File: src/rtl/vga_scanout_if.sv
// vga_scanout_if: framebuffer read port plus VGA DAC outputs of vga_scanout.
// test_pattern exists only when VGA_TEST_PATTERN_EN is defined.
interface vga_scanout_if;
    logic [7:0]  pixel_in;
    logic [10:0] rd_x;
    logic [10:0] rd_y;
    logic [7:0]  VGA_R;
    logic [7:0]  VGA_G;
    logic [7:0]  VGA_B;
    logic        VGA_HS;
    logic        VGA_VS;
    logic        VGA_BLANK_N;
    logic        VGA_SYNC_N;
    logic        VGA_CLK;
    logic        frame_start;
`ifdef VGA_TEST_PATTERN_EN
    logic        test_pattern;

    modport master (
        input  pixel_in, test_pattern,
        output rd_x, rd_y, VGA_R, VGA_G, VGA_B, VGA_HS, VGA_VS,
               VGA_BLANK_N, VGA_SYNC_N, VGA_CLK, frame_start
    );

    modport slave (
        output pixel_in, test_pattern,
        input  rd_x, rd_y, VGA_R, VGA_G, VGA_B, VGA_HS, VGA_VS,
               VGA_BLANK_N, VGA_SYNC_N, VGA_CLK, frame_start
    );
`else
    modport master (
        input  pixel_in,
        output rd_x, rd_y, VGA_R, VGA_G, VGA_B, VGA_HS, VGA_VS,
               VGA_BLANK_N, VGA_SYNC_N, VGA_CLK, frame_start
    );

    modport slave (
        output pixel_in,
        input  rd_x, rd_y, VGA_R, VGA_G, VGA_B, VGA_HS, VGA_VS,
               VGA_BLANK_N, VGA_SYNC_N, VGA_CLK, frame_start
    );
`endif
endinterface

File: src/rtl/vga_scanout.sv
// vga_scanout: 640x480@60 VGA scanout of an RGB332 framebuffer, 25 MHz tick from CLOCK_50.
// Define VGA_TEST_PATTERN_EN to add the test_pattern colour-bar input.
module vga_scanout #(
    parameter int unsigned H_ACTIVE = 640,
    parameter int unsigned H_FP     = 16,
    parameter int unsigned H_SYNC   = 96,
    parameter int unsigned H_BP     = 48,
    parameter int unsigned V_ACTIVE = 480,
    parameter int unsigned V_FP     = 10,
    parameter int unsigned V_SYNC   = 2,
    parameter int unsigned V_BP     = 33
) (
    input logic           CLOCK_50,
    input logic           reset,
    vga_scanout_if.master bus
);

    localparam logic [10:0] H_ACT      = 11'(H_ACTIVE);
    localparam logic [10:0] H_LAST     = 11'(H_ACTIVE + H_FP + H_SYNC + H_BP - 1);
    localparam logic [10:0] HS_START   = 11'(H_ACTIVE + H_FP);
    localparam logic [10:0] HS_END     = 11'(H_ACTIVE + H_FP + H_SYNC);
    localparam logic [10:0] V_ACT      = 11'(V_ACTIVE);
    localparam logic [10:0] V_LAST     = 11'(V_ACTIVE + V_FP + V_SYNC + V_BP - 1);
    localparam logic [10:0] VS_START   = 11'(V_ACTIVE + V_FP);
    localparam logic [10:0] VS_END     = 11'(V_ACTIVE + V_FP + V_SYNC);

    logic        r_ph;
    logic [10:0] r_hCnt;
    logic [10:0] r_vCnt;
    logic [10:0] r_rdX;
    logic [10:0] r_rdY;
    logic [7:0]  r_red;
    logic [7:0]  r_green;
    logic [7:0]  r_blue;
    logic        r_hSyncN;
    logic        r_vSyncN;
    logic        r_blankN;
    logic        r_frameStart;

    logic        w_tick;
    logic [10:0] w_hNext;
    logic [10:0] w_vNext;
    logic        w_active;
    logic        w_hSyncN;
    logic        w_vSyncN;
    logic [7:0]  w_pixel;

    assign w_tick = r_ph;

    always_comb begin
        w_hNext = r_hCnt + 11'd1;
        w_vNext = r_vCnt;
        if (r_hCnt == H_LAST) begin
            w_hNext = '0;
            w_vNext = (r_vCnt == V_LAST) ? '0 : r_vCnt + 11'd1;
        end
    end

    // Decode uses the pre-update counters, matching the pixel whose data arrives now
    assign w_active = (r_hCnt < H_ACT) && (r_vCnt < V_ACT);
    assign w_hSyncN = !((r_hCnt >= HS_START) && (r_hCnt < HS_END));
    assign w_vSyncN = !((r_vCnt >= VS_START) && (r_vCnt < VS_END));

`ifdef VGA_TEST_PATTERN_EN
    logic [2:0] w_bar;
    logic [7:0] w_barPixel;

    always_comb begin
        w_bar = 3'd7;
        for (int i = 7; i >= 0; i--) begin
            if (r_hCnt < 11'((i + 1) * 80)) w_bar = 3'(i);
        end
    end

    // Bars are full-scale RGB332 values so they share the normal expansion path
    always_comb begin
        w_barPixel = 8'h00;
        case (w_bar)
            3'd0: w_barPixel = 8'hFF;
            3'd1: w_barPixel = 8'hFC;
            3'd2: w_barPixel = 8'h1F;
            3'd3: w_barPixel = 8'h1C;
            3'd4: w_barPixel = 8'hE3;
            3'd5: w_barPixel = 8'hE0;
            3'd6: w_barPixel = 8'h03;
            default: w_barPixel = 8'h00;
        endcase
    end

    assign w_pixel = bus.test_pattern ? w_barPixel : bus.pixel_in;
`else
    assign w_pixel = bus.pixel_in;
`endif

    always_ff @(posedge CLOCK_50) begin
        if (!reset) begin
            r_ph         <= 1'b0;
            r_hCnt       <= '0;
            r_vCnt       <= '0;
            r_rdX        <= '0;
            r_rdY        <= '0;
            r_red        <= '0;
            r_green      <= '0;
            r_blue       <= '0;
            r_hSyncN     <= 1'b1;
            r_vSyncN     <= 1'b1;
            r_blankN     <= 1'b0;
            r_frameStart <= 1'b0;
        end else begin
            r_ph         <= ~r_ph;
            r_frameStart <= 1'b0;
            if (w_tick) begin
                r_hCnt       <= w_hNext;
                r_vCnt       <= w_vNext;
                r_rdX        <= (w_hNext < H_ACT) ? w_hNext : '0;
                r_rdY        <= (w_vNext < V_ACT) ? w_vNext : '0;
                r_hSyncN     <= w_hSyncN;
                r_vSyncN     <= w_vSyncN;
                r_blankN     <= w_active;
                r_frameStart <= (r_hCnt == '0) && (r_vCnt == '0);
                if (w_active) begin
                    r_red   <= {w_pixel[7:5], w_pixel[7:5], w_pixel[7:6]};
                    r_green <= {w_pixel[4:2], w_pixel[4:2], w_pixel[4:3]};
                    r_blue  <= {w_pixel[1:0], w_pixel[1:0], w_pixel[1:0], w_pixel[1:0]};
                end else begin
                    r_red   <= '0;
                    r_green <= '0;
                    r_blue  <= '0;
                end
            end
        end
    end

    assign bus.rd_x        = r_rdX;
    assign bus.rd_y        = r_rdY;
    assign bus.VGA_R       = r_red;
    assign bus.VGA_G       = r_green;
    assign bus.VGA_B       = r_blue;
    assign bus.VGA_HS      = r_hSyncN;
    assign bus.VGA_VS      = r_vSyncN;
    assign bus.VGA_BLANK_N = r_blankN;
    assign bus.VGA_SYNC_N  = 1'b0;
    assign bus.VGA_CLK     = r_ph;
    assign bus.frame_start = r_frameStart;

endmodule

File: src/flat_wrapper.sv
// flat-port wrapper written by rule: the top's interface ports become plain ports
module vga_scanout_flat 
#(
    parameter int unsigned H_ACTIVE = 640,
    parameter int unsigned H_FP     = 16,
    parameter int unsigned H_SYNC   = 96,
    parameter int unsigned H_BP     = 48,
    parameter int unsigned V_ACTIVE = 480,
    parameter int unsigned V_FP     = 10,
    parameter int unsigned V_SYNC   = 2,
    parameter int unsigned V_BP     = 33
)
  (CLOCK_50, reset, bus_pixel_in, bus_rd_x, bus_rd_y, bus_VGA_R, bus_VGA_G, bus_VGA_B, bus_VGA_HS, bus_VGA_VS, bus_VGA_BLANK_N, bus_VGA_SYNC_N, bus_VGA_CLK, bus_frame_start);
  vga_scanout_if bus_i ();
  input logic CLOCK_50;
  input logic reset;
  input wire logic [$bits(bus_i.pixel_in)-1:0] bus_pixel_in;
  output wire logic [$bits(bus_i.rd_x)-1:0] bus_rd_x;
  output wire logic [$bits(bus_i.rd_y)-1:0] bus_rd_y;
  output wire logic [$bits(bus_i.VGA_R)-1:0] bus_VGA_R;
  output wire logic [$bits(bus_i.VGA_G)-1:0] bus_VGA_G;
  output wire logic [$bits(bus_i.VGA_B)-1:0] bus_VGA_B;
  output wire logic [$bits(bus_i.VGA_HS)-1:0] bus_VGA_HS;
  output wire logic [$bits(bus_i.VGA_VS)-1:0] bus_VGA_VS;
  output wire logic [$bits(bus_i.VGA_BLANK_N)-1:0] bus_VGA_BLANK_N;
  output wire logic [$bits(bus_i.VGA_SYNC_N)-1:0] bus_VGA_SYNC_N;
  output wire logic [$bits(bus_i.VGA_CLK)-1:0] bus_VGA_CLK;
  output wire logic [$bits(bus_i.frame_start)-1:0] bus_frame_start;
  assign bus_i.pixel_in = bus_pixel_in;
  assign bus_rd_x = bus_i.rd_x;
  assign bus_rd_y = bus_i.rd_y;
  assign bus_VGA_R = bus_i.VGA_R;
  assign bus_VGA_G = bus_i.VGA_G;
  assign bus_VGA_B = bus_i.VGA_B;
  assign bus_VGA_HS = bus_i.VGA_HS;
  assign bus_VGA_VS = bus_i.VGA_VS;
  assign bus_VGA_BLANK_N = bus_i.VGA_BLANK_N;
  assign bus_VGA_SYNC_N = bus_i.VGA_SYNC_N;
  assign bus_VGA_CLK = bus_i.VGA_CLK;
  assign bus_frame_start = bus_i.frame_start;
  vga_scanout #(.H_ACTIVE(H_ACTIVE), .H_FP(H_FP), .H_SYNC(H_SYNC), .H_BP(H_BP), .V_ACTIVE(V_ACTIVE), .V_FP(V_FP), .V_SYNC(V_SYNC), .V_BP(V_BP)) u_core (.CLOCK_50(CLOCK_50), .reset(reset), .bus(bus_i));
endmodule
File: config.mk
export PLATFORM = sky130hd
export DESIGN_NAME = vga_scanout_flat
export DESIGN_NICKNAME = d
export VERILOG_FILES = /design/src/rtl/vga_scanout_if.sv /design/src/rtl/vga_scanout.sv /design/src/flat_wrapper.sv
export SDC_FILE = /design/constraint.sdc
export NUM_CORES = 1
export LEC_CHECK = 0
export BUFFER_PORTS_ARGS = -buffer_cell sky130_fd_sc_hd__buf_2
export CAP_MARGIN = 30
export CORE_MARGIN = 5
export CORE_UTILIZATION = 50
export DETAILED_ROUTE_END_ITERATION = 8
export PLACE_DENSITY = 0.75
export SLEW_MARGIN = 20
export SYNTH_ARGS = -nofsm -noshare
export SYNTH_HDL_FRONTEND = slang
export SYNTH_SLANG_ARGS = --single-unit
File: constraint.sdc
create_clock -name CLOCK_50 -period 3.39 [get_ports CLOCK_50]
set_input_delay 0.1695 -clock CLOCK_50 [delete_from_list [all_inputs] [get_ports CLOCK_50]]
set_output_delay 0.1695 -clock CLOCK_50 [all_outputs]
set_load 0.05 [all_outputs]
==> key figures <==
Global route
  • GR Overflow Total: 0
  • Gr usage total: 18.2%
  • First-pass GRT wire length: 10600 um
  • Initial antenna violation count: 0
  • Number of global-route vias before repair: 2186
  • Largest net degree at the start of global routing: 24

STA
  • Final hold violations: 0
  • Worst Max-Slew Pin Slew: 0.943 ns
  • Setup TNS: 0 ns
  • Slew Limit Fails: 0
  • Final setup viols: 0
  • Clock skew: 0.00445 ns
  • Final worst path period share: 83.9%
  • Fmax: 0.352 GHz
  • Unrepaired setup endpoints after global routing: no
  • Tmin final: 2.84 ns
  • Worst Slack Setup Final: 0.546 ns
  • Slew HR: 37.1%

Setup path
  • CP Capture Point: u_core.bus.rd_y[8]
  • Data arrival, critical path: 3.07 ns
  • CP Capture Type: register
  • Crit Path Max Fanout: 11
  • Reg-to-reg critical path endpoint: u_core.bus.rd_y[8]
  • Worst r2r src: u_core.r_hCnt[0]
  • Crit path kind: register to register
  • Startpoint Class: register
  • Crit path from: u_core.r_hCnt[0]
  • Reg2Reg Depth: 7
  • Critical Path RT: 3.62 ns
  • R2R setup slack: 0.55 ns

Pwr
  • Final Power: 1.43 mW
  • Sw frac: 27.1%
  • Worst vdd ir: 0.234 mV
  • Int Pwr: 1.04 mW
  • Gate power share: 11.3%
  • Pwr dens: 452 nW/um2
  • Sw Pwr: 0.387 mW
  • Sequential share of power: 49.2%
  • Clock power share: 39.5%
  • Leakage power: 1.41 nW

Clock network
  • Post-CTS sizing: 0
  • Clock transition at path regs: 0.06 ns
  • Clock sinks: 57
  • Setup Buffers After CTS: 0
  • Root buf cell: clkbuf_8
  • H-tree levels: 3
  • Worst-case clock buffer depth: 2
  • CTS Hold Buffers Added: 0
  • CTS tree: done
  • CTS buffer count: 9
  • Later-pin clock latency in the skew report: 0.33 ns

Synthesis
  • Register area share after synthesis: 41.1%
  • Distinct cell type count after synthesis: 48
  • Mapped Cells: 321
  • Count of state elements after synthesis: 57
  • Syn Nets: 335
  • Mapped Area: 2770 um2
  • Share of flip-flops with an asynchronous set or reset: 0%
  • Number of flops mapped to enable cells by yosys: 0
  • Mean post-synth cell area: 8.64 um2
  • Yosys warns: 0
  • Most common flop cell mapped by yosys: dfxtp_1

Drt
  • Final ANT Viol Nets: 0
  • WL/cell: 14.3 um
  • Final wirelength: 6220 um
  • Initial DRC Count: 191
  • Residual DRC: 0
  • Via density per instance: 5.65
  • Via Count: 2452
  • Drt pass-1 iters: 4

Placement
  • I/O Buffers: 60
  • Dpl cell area: 2970 um2
  • GP Congestion: 0.843
  • Dpl ws: 0.581 ns
  • Detailed placement HPWL: 4440 um

Finish
  • FF/Latch Area: 1140 um2
  • Fraction of final layout cells sized beyond drive strength 1: 24.6%
  • Area of the multi-input gates: 1360 um2
  • Filler Cell Count: 514
  • Diode count: 0
  • Nets: 372
  • Non-Filler Cell Area, Final: 3150 um2
  • Area Overhead vs Synth: 13.7%

Status
  • Outcome: completed

Floorplan
  • Die area: 7140 um2
  • Initial Util: 51.0%
  • Core ar.: 5440 um2
  • Io pins: 62
  • Chip Height: 84.5 um
  • Die Wd: 84.5 um
  • Num rows: 27

Run
  • Max Cap Viol: 0

Worst hold path
  • Hold Path Class: input port to register
[state kept, by name, indices dropped and copies added (netlist names)]
register                count
u_core.bus.VGA_HS           1
u_core.r_vCnt              11
u_core.bus.VGA_R            3
u_core.bus.VGA_B            2
u_core.bus.rd_x            11
u_core.bus.frame_start      1
u_core.bus.rd_y            11
u_core.r_hCnt              11
u_core.bus.VGA_BLANK_N      1
u_core.bus.VGA_G            3
u_core.bus.VGA_VS           1
u_core.bus.VGA_CLK          1
[worst min path at each step]
stage	depth (start not counted)	to	slack (ns)	startpoint
after floorplan	1	u_core.bus.VGA_VS	0.23	reset
after global placement	2	u_core.bus.VGA_R[6]	0.38	bus_pixel_in[6]
after detailed placement	2	u_core.bus.VGA_R[4]	0.39	bus_pixel_in[7]
after CTS	2	u_core.bus.VGA_G[5]	0.03	bus_pixel_in[2]
after global routing	2	u_core.bus.VGA_G[5]	0.03	bus_pixel_in[2]
final	2	u_core.bus.VGA_B[5]	0.04	bus_pixel_in[1]
[Yosys cell counts (2+ instances only)]
cell | instances | share of area [%]
a211oi_1 | 3 | 0.81
a21o_1 | 9 | 2.4
a21oi_1 | 5 | 0.90
a22o_1 | 9 | 2.8
a32o_1 | 9 | 3.2
a32oi_1 | 2 | 0.63
and2_1 | 5 | 1.1
and3_1 | 4 | 0.90
and4b_1 | 2 | 0.72
buf_2 | 2 | 0.36
buf_4 | 18 | 4.9
buf_6 | 2 | 0.81
clkbuf_1 | 17 | 2.3
dfxtp_1 | 57 | 41
ha_1 | 4 | 1.8
inv_1 | 11 | 1.5
nand2_1 | 37 | 5.0
nand3_1 | 12 | 2.2
nand4_1 | 8 | 1.8
nor2_1 | 26 | 3.5
nor2b_1 | 5 | 1.1
nor3_1 | 4 | 0.72
nor3b_1 | 2 | 0.54
nor4_1 | 4 | 0.90
o21ai_0 | 18 | 3.2
o22ai_1 | 4 | 0.90
o31ai_1 | 3 | 0.81
or4_4 | 2 | 0.81
xnor2_1 | 11 | 3.5
xor2_1 | 8 | 2.5
[power groups by stage]
stage	combinational (mW)	clock (mW)	sequential [mW]
2_1_floorplan	0.104	0	0.747
3_3_place_gp	0.160	0	0.714
3_5_place_dp	0.161	0	0.716
4_1_cts	0.161	0.580	0.701
5_1_grt	0.170	0.619	0.704
6_report	0.160	0.564	0.701
[cell usage in the layout, fill, tap and decap left out, types with 2 or more instances in the layout]
master and count:
and3_1 4, and4b_1 2, a32o_1 9, inv_1 11, xor2_1 8, clkbuf_8 12
a32oi_1 2, nand3_1 12, nor2_1 25, or4_4 2, xnor2_1 11, o22ai_1 4
buf_4 5, ha_1 4, clkinv_2 3, dfxtp_1 57, a21o_1 9, nor3_1 4
a22o_1 9, nor3b_1 2, o21ai_0 18, o31ai_1 3, nor4_1 4, a211oi_1 3
nand2_1 37, nor2b_1 5, a21oi_1 5, buf_2 60, and2_1 5, nand4_1 8
[worst max-delay path: stages, from the launching register on]
cell,delay (ns)
dfxtp_1,0.44
ha_1,0.31
nand3_1,0.23
or4_4,0.67
nor2_1,0.29
nand2_1,0.12
a22o_1,0.37
a32o_1,0.30
[metal layers]
metal,vias to the layer above,wire (um),track usage [%]
met5,-,0,0
met4,0,80,9.64
met3,7,529,4.61
met2,101,2720,26.8
met1,1155,2880,24.4
li1,1189,-,-
[kinds of logic (layout without fill, tap and decap cells)]
group                      Yosys count  in the layout  share of synthesized area (%)
AOI/OAI and AO/OA                   70             70                           18.4
xor gates and xnor gates            20             20                           6.59
adders and majority gates            4              4                           1.80
buffers and inverters               51             92                           9.97
DFF                                 57             57                           41.1
other                                1              1                          0.135
and+or+nand+nor                    118            118                           21.9
[layout make-up]
class                           count  area share [%]
Multi-Input combinational cell    213            43.1
Sequential cell                    57            36.2
Timing Repair Buffer               65            10.7
Clock buffer                       12            5.24
Tap cell                           72            2.86
Inverter                           12            1.43
Clock inverter                      3           0.476
[through the flow]
stage | utilization [%] | std cells | hold WS, ns
2_1_floorplan | - | 321 | 0.231
3_3_place_gp | 54.7 | 419 | 0.380
3_5_place_dp | 54.7 | 419 | 0.385
4_1_cts | 58.0 | 434 | 0.0328
5_1_grt | 58.0 | 434 | 0.0291
6_report | 58.0 | 434 | 0.0434
Note: power is estimated with default switching activity, not from simulation.
